==> config.mk <==
export PLATFORM = sky130hd
export DESIGN_NAME = ubus_slave_mem
export DESIGN_NICKNAME = d
export VERILOG_FILES = /design/src/rtl/ubus_slave_mem.sv
export SDC_FILE = /design/constraint.sdc
export NUM_CORES = 2
export LEC_CHECK = 0
export CELL_PAD_IN_SITES_DETAIL_PLACEMENT = 2
export CELL_PAD_IN_SITES_GLOBAL_PLACEMENT = 2
export CORE_MARGIN = 1
export CORE_UTILIZATION = 51
export CTS_CLUSTER_SIZE = 25
export DETAILED_ROUTE_END_ITERATION = 10
export PLACE_DENSITY_LB_ADDON = 0.1
export SYNTH_ARGS = -nofsm -noshare
export SYNTH_HDL_FRONTEND = slang
export SYNTH_SLANG_ARGS = --single-unit
==> constraint.sdc <==
create_clock -name clk -period 4.2 [get_ports clk]
set_clock_uncertainty 0.2 [all_clocks]
set_input_delay 0.42 -clock clk [delete_from_list [all_inputs] [get_ports clk]]
set_output_delay 0.42 -clock clk [all_outputs]
set_load 0.005 [all_outputs]
==> src/rtl/ubus_slave_mem.sv <==
// ubus_slave_mem: byte-addressed UBUS slave memory; ERR state and bip/read-write checks are built only with UBUS_SLV_PROTO_CHECK_EN.
// Latency: first data beat NUM_WAIT+1 cycles after the address phase, then one byte per beat.
// Backpressure: NUM_WAIT wait_state cycles precede every beat; address phases outside IDLE are ignored.
module ubus_slave_mem #(
    parameter logic [15:0] ADDR_LO   = 16'h0000,
    parameter logic [15:0] ADDR_HI   = 16'h00FF,
    parameter int          MEM_DEPTH = 256,
    parameter int          NUM_WAIT  = 1
) (
    input  logic        clk,
    input  logic        reset,
    input  logic [15:0] addr,
    input  logic [1:0]  size,
    input  logic        read,
    input  logic        write,
    input  logic        bip,
    input  logic [7:0]  data_in,
    output logic [7:0]  data_out,
    output logic        data_oe,
    output logic        wait_state,
    output logic        error
);
    localparam int          AW        = (MEM_DEPTH > 1) ? $clog2(MEM_DEPTH) : 1;
    localparam int          PW        = AW + 1;
    localparam logic [15:0] SPAN      = ADDR_HI - ADDR_LO;
    localparam logic [2:0]  WAIT_LAST = (NUM_WAIT > 0) ? 3'(NUM_WAIT - 1) : 3'd0;
    localparam logic [PW-1:0] DEPTH_W = PW'(MEM_DEPTH);

    typedef enum logic [1:0] {S_IDLE, S_WAIT, S_DATA, S_ERR} state_t;

    state_t        state, state_nxt;
    logic [AW-1:0] base_q;
    logic [1:0]    size_q;
    logic          dir_wr_q;
    logic [2:0]    beat_q;
    logic [2:0]    wait_q;
    logic [7:0]    mem [MEM_DEPTH];

    logic [16:0]   off;
    logic          sel;
    logic          rw_both;
    logic          accept;
    logic [2:0]    last_idx;
    logic          last_beat;
    logic [PW-1:0] ptr_sum;
    logic [AW-1:0] ptr;
    logic          proto_err;
    logic          mem_we;

    // Borrow bit of the offset doubles as the addr < ADDR_LO test.
    always_comb begin
        off = {1'b0, addr} - {1'b0, ADDR_LO};
        sel = (read | write) && !off[16] && (off[15:0] <= SPAN);

        case (size_q)
            2'd0:    last_idx = 3'd0;
            2'd1:    last_idx = 3'd1;
            2'd2:    last_idx = 3'd3;
            default: last_idx = 3'd7;
        endcase
        last_beat = (beat_q == last_idx);

        ptr_sum = {1'b0, base_q} + PW'(beat_q);
        ptr     = (ptr_sum >= DEPTH_W) ? AW'(ptr_sum - DEPTH_W) : ptr_sum[AW-1:0];
    end

`ifdef UBUS_SLV_PROTO_CHECK_EN
    assign rw_both   = read & write;
    assign proto_err = (state == S_DATA) && (bip == last_beat);
`else
    logic unused_bip;
    assign unused_bip = bip;
    assign rw_both    = 1'b0;
    assign proto_err  = 1'b0;
`endif

    assign accept = (state == S_IDLE) && sel && !rw_both;
    assign mem_we = (state == S_DATA) && dir_wr_q && !proto_err;

    always_ff @(posedge clk) begin
        if (!reset) begin
            state <= S_IDLE;
        end else begin
            state <= state_nxt;
        end
    end

    always_comb begin
        state_nxt = state;
        case (state)
            S_IDLE: begin
                if (sel) begin
                    if (rw_both)           state_nxt = S_ERR;
                    else if (NUM_WAIT > 0) state_nxt = S_WAIT;
                    else                   state_nxt = S_DATA;
                end
            end
            S_WAIT: begin
                if (wait_q == WAIT_LAST) state_nxt = S_DATA;
            end
            S_DATA: begin
                if (proto_err)         state_nxt = S_ERR;
                else if (last_beat)    state_nxt = S_IDLE;
                else if (NUM_WAIT > 0) state_nxt = S_WAIT;
                else                   state_nxt = S_DATA;
            end
            default: state_nxt = S_IDLE;
        endcase
    end

    always_comb begin
        wait_state = (state == S_WAIT);
        data_oe    = (state == S_DATA) && !dir_wr_q;
        data_out   = data_oe ? mem[ptr] : 8'h00;
`ifdef UBUS_SLV_PROTO_CHECK_EN
        error      = (state == S_ERR);
`else
        error      = 1'b0;
`endif
    end

    // A read/write collision without checking falls through as a write.
    always_ff @(posedge clk) begin
        if (!reset) begin
            base_q   <= '0;
            size_q   <= '0;
            dir_wr_q <= 1'b0;
            beat_q   <= '0;
            wait_q   <= '0;
        end else begin
            wait_q <= (state == S_WAIT) ? wait_q + 3'd1 : 3'd0;
            if (accept) begin
                base_q   <= AW'(off[15:0] % 16'(MEM_DEPTH));
                size_q   <= size;
                dir_wr_q <= write;
                beat_q   <= '0;
            end else if ((state == S_DATA) && !proto_err && !last_beat) begin
                beat_q <= beat_q + 3'd1;
            end
        end
    end

    // Storage is never cleared; reset only blocks the in-flight write.
    always_ff @(posedge clk) begin
        if (reset && mem_we) begin
            mem[ptr] <= data_in;
        end
    end

endmodule

==> results of run 1 <==
metrics by stage:
stage / cell area [µm²] / setup TNS (ns) / hold slack, ns
floorplan: 81050 / 0 / 0.2173
global placement: 89150 / -5.560 / 0.2289
synth_stat cells (8+ instances only):
cell | n | area share, %
o211ai_1 | 11 | 0.10
buf_2 | 87 | 0.54
nand2_1 | 242 | 1.1
a311oi_1 | 10 | 0.11
a211oi_1 | 17 | 0.16
edfxtp_1 | 2048 | 76
and3_1 | 15 | 0.12
a32oi_1 | 29 | 0.31
mux2i_1 | 66 | 0.82
buf_12 | 8 | 0.20
a21oi_1 | 49 | 0.30
mux4_2 | 548 | 15
mux4_1 | 12 | 0.39
o21ai_0 | 17 | 0.10
a31oi_1 | 21 | 0.16
nor2_1 | 293 | 1.4
buf_4 | 63 | 0.58
nand3_1 | 52 | 0.32
clkbuf_1 | 47 | 0.22
dfxtp_1 | 19 | 0.47
buf_6 | 14 | 0.19
kinds of logic after synthesis:
logic type,Yosys count
AO/OA/AOI/OAI,192
XOR/XNOR,8
adder cells (fa/ha/maj),7
buffers and inverters,237
flip-flops,2067
multiplexers,630
other,1
AND/OR/NAND/NOR,658
==> key figures, run 1 <==
Die
  – Row count: 145
  – I/O pins: between 40 and 50
  – Die span in x: 400.7 µm
  – Die height: ~400 µm
  – Initial Util: 51.65%

Synthesis
  – Adder-Cell Fraction of Synth Area: 0.1173%
  – Yosys cell types: 79
  – Register area share after synthesis: 76.35%
  – Synthesized flop and latch total: between 2000 and 2500
  – Total nets after synthesis: 3838
  – Synth warnings: 0
  – Post-synth EDFFs: 2048
  – Gate count of the mapped netlist: 3800
  – Dominant synthesized flop cell: edfxtp_1
  – Post-Synth Simple-Gate Area: 3.396%
  – Synth Area per Inst: 21.33 µm²
  – Post-Syn Area: 81050 µm²
  – Xor/xnor share of the synthesized area: 0.1096%
  – Post-synth ARST share: 0%
  – Mux contribution to synthesized area: 16.49%
  – Synth Area in Compound Gates: 1.666%
  – Main combinational cell family by area after synthesis: multiplexers

Place
  – Routability cong.: 0.8763
  – Post-DP HPWL: 198.4 mm
  – I/O Buffers: 39

Run status
  – Last stage: detailed placement
  – Run Error: [ERROR DPL-0033] detailed placement checks failed during check placement.
  – Status: aborted with a tool error
==> run 2: changes to the inputs <==
CELL_PAD_IN_SITES_DETAIL_PLACEMENT = not set   (was 2)
CELL_PAD_IN_SITES_GLOBAL_PLACEMENT = not set   (was 2)
CORE_UTILIZATION = 40   (was 51)
CTS_CLUSTER_SIZE = not set   (was 25)
PLACE_DENSITY_LB_ADDON = 0.15   (was 0.1)
==> run 2 against run 1 <==
Net effect:
- the flow now finishes, with violations (setup timing)
- synthesized cell count did not move
- area after synthesis did not move
==> key figures, run 2 <==
Run status
  – Status: complete, but fails checks
  – Failing checks: setup timing

Global routing
  – Initial antenna violation count: 5
  – Global-route wire length before repair: 327.7 mm
  – GRT Total Usage: 22.69%
  – Number of global-route vias before repair: 43115
  – GRT Residual Overflow: 0
  – Maximum number of pins on one net before global-route repair: 138

Timing
  – Final hold viol count: 0
  – Period utilization: 127.9%
  – Unrepaired setup endpoints after global routing: yes
  – Max Fclk: between 0.15 and 0.2 GHz
  – Setup_tns: -8.277 ns
  – Fin Hold WS: approximately 0.06 ns
  – Fin. max-slew vios: 0
  – Tightest Pin Transition: 1.444 ns
  – Worst rel slew slack: roughly 3.7%
  – Final worst setup slack: -1.172 ns
  – Setup violations, final: 8
  – Final min period: 5.372 ns

Power and ir drop
  – Comb power frac: 1.2%
  – Sw Share: between 20 and 25%
  – Clock share of power: 44.6%
  – Worst vdd ir: 0.4299 mV
  – Leakage: 0.03190 µW
  – PwrDens: around 420 nW/µm²
  – Net Sw Power: 8413 µW
  – Seq pwr share: 54.2%
  – P_int: 33410 µW

Cells and area
  – Commonest non-fill, non-tap cell in the layout: edfxtp_1
  – Max reg flops: 2048
  – Synthesis-to-finish area growth: 22.21%
  – Top reg by flops: mem
  – Most frequent cells in the layout: 2048 x edfxtp_1, 700 x buf_4, 555 x mux4_2
  – Final instance area: 99060 µm²
  – Top flop regs: mem (2048), base_q (8)
  – Nets: roughly 4700
  – Post-route core utilization: 49.41%
  – Layout cells sized above 1: 38.53%

Die
  – Die height: 452.1 µm (+13%)
  – Area of the die: 204400 µm²
  – Initial Util: 40.43% (-11 points)
  – I/O pins: 42 (unchanged)
  – Core area: ~200000 µm²
  – Row count: 164 (+13%)
  – Die span in x: 452.1 µm (+13%)

Synthesis
  – Synth warnings: 0 (unchanged)
  – Dominant cell type by area after synthesis: edfxtp_1
  – Synth top area share: 75.88% (unchanged)
  – Synth Area in Compound Gates: 1.666% (unchanged)
  – Synthesized flop and latch total: 2067 (unchanged)
  – Most instantiated cells after synthesis: 2048 x edfxtp_1, 548 x mux4_2, 293 x nor2_1
  – Dominant synthesized flop cell: edfxtp_1
  – Adder-Cell Fraction of Synth Area: 0.1173% (unchanged)
  – Count leader, synth: edfxtp_1
  – Synth Area per Inst: 21.33 µm² (unchanged)
  – Post-Syn Area: 81050 µm² (unchanged)
  – Dominant cells by area after synthesis: edfxtp_1 76%, mux4_2 15%, nor2_1 1.4%
  – Post-synth ARST share: 0% (unchanged)
  – Total nets after synthesis: 3838 (unchanged)
  – Register area share after synthesis: 76.35% (unchanged)
  – Gate count of the mapped netlist: 3800 (unchanged)
  – Post-synth EDFFs: 2048 (unchanged)
  – Main combinational cell family by area after synthesis: multiplexers
  – Yosys cell types: 79 (unchanged)
  – Mux contribution to synthesized area: 16.49% (unchanged)
  – Post-Synth Simple-Gate Area: 3.396% (unchanged)
  – Xor/xnor share of the synthesized area: 0.1096% (unchanged)

Job
  – Max-cap violation count: 0

Critical path
  – Crit path launch type: flop
  – Crit. End Element: output port
  – Setup CP Type: flop to output port
  – CP max FO: 9
  – Crit path DAT: 4.75 ns
  – Worst path required time: 3.58 ns

Min path
  – Hold crit path type: input port to flop

Place
  – Post-DP HPWL: 148.9 mm (-25%)
  – Area post-placement: ~90000 µm²
  – I/O Buffers: 39 (unchanged)
  – DP Worst Slack: -1.604 ns
  – Routability cong.: 0.8337 (-4.9%)

Detailed routing
  – Via/cell ratio: 5.617
  – Drt pass-1 iters: 5
  – Initial DRC Count: 4664
  – Drt drc: 0
  – WL final: ~230 mm
  – Vias post-DR: 42191
  – Final ANT Viol Nets: 0
  – Wire length per cell: 30.68 µm

Clock tree
  – Htree depth: 4
  – Clock transition at path regs: 0.06 ns
  – Root cell of the clock tree: clkbuf_16
  – Clock Latency Late Sink: 0.85 ns
  – CTS tree: built
  – CTS Buffer Depth: 3
  – CTS buffer count: 211
  – Clk sinks: just over 2000
[run 2: worst max-delay path: stages, from the launching register on]
cell and delay [ns]:
dfxtp_2 0.33, ha_4 0.16, fa_4 0.78, buf_12 0.15, buf_16 0.15, buf_8 0.12, bufbuf_16 0.27, mux4_2 0.21
mux2i_2 0.09, a32oi_2 0.25, a21oi_2 0.17, o41ai_4 0.61, buf_4 0.20, o2111a_1 0.22, buf_2 0.14
[run 2: final cells by class]
cell class,instances,area [µm²]
diodes,2,5.005
clock buffers,255,5518
clock inverters,132,1311
flip-flops and latches,2067,61880
repair buffers,896,8577
well taps,2656,3323
inverters,7,26.28
multi-input cells,1496,18410
fillers,16203,101400
[run 2: cell families (layout without fill, tap and decap cells)]
family / count (synthesis) / after routing
DFF: 2067 / 2067
muxes: 630 / 630
and+or+nand+nor: 658 / 658
AOI/OAI and AO/OA: 192 / 192
other: 1 / 3
xor gates and xnor gates: 8 / 8
buffers and inverters: 237 / 1290
adders and majority gates: 7 / 7
[run 2: timing repair]
action,4_1_cts,5_1_grt
buffers inserted,67,18
hold buffers,12,1
gates cloned,9,0
pin swaps,38,42
hold endpoints to repair,318,8
gates resized for setup,190,65
setup endpoints to repair,56,311
[run 2: power by group through the flow]
stage / logic (µW) / clock network (µW) / registers (µW)
5_1_grt: 550 / 19700 / 22600
3_3_place_gp: 490 / 0 / 23100
4_1_cts: 525 / 19000 / 22700
2_1_floorplan: 42.2 / 0 / 23100
6_report: 515 / 18600 / 22700
3_5_place_dp: 507 / 0 / 23100
[run 2: path summary, 6_finish.rpt]
path                                  from          end  slack (ns)  depth (start not counted)
worst max-delay path             beat_q[0]  data_out[2]       -1.17                         14
worst max register to register   beat_q[0]  mem[149][4]        0.15                         13
worst min-delay path            data_in[0]  mem[153][0]        0.06                          1
worst min register to register   wait_q[0]    wait_q[0]        0.25                          1
[run 2: layer usage]
metal,GRT usage [%],up-vias,part of all wire (%),routed length (µm)
met3,3.311,277,6.0,13800
li1,-,17560,-,-
met1,32.82,22893,44,100700
met4,5.614,0,2.3,5321
met5,0,-,0,0
met2,36.30,1461,48,110700
[run 2: per-stage QoR]
step / power [µW] / instances
2_1_floorplan: 23140 / 3800
3_3_place_gp: 23590 / 7024
3_5_place_dp: 23600 / 7024
4_1_cts: 42150 / 7497
5_1_grt: 42900 / 7510
6_report: 41820 / 7511
(Power assumes the default switching activity.)
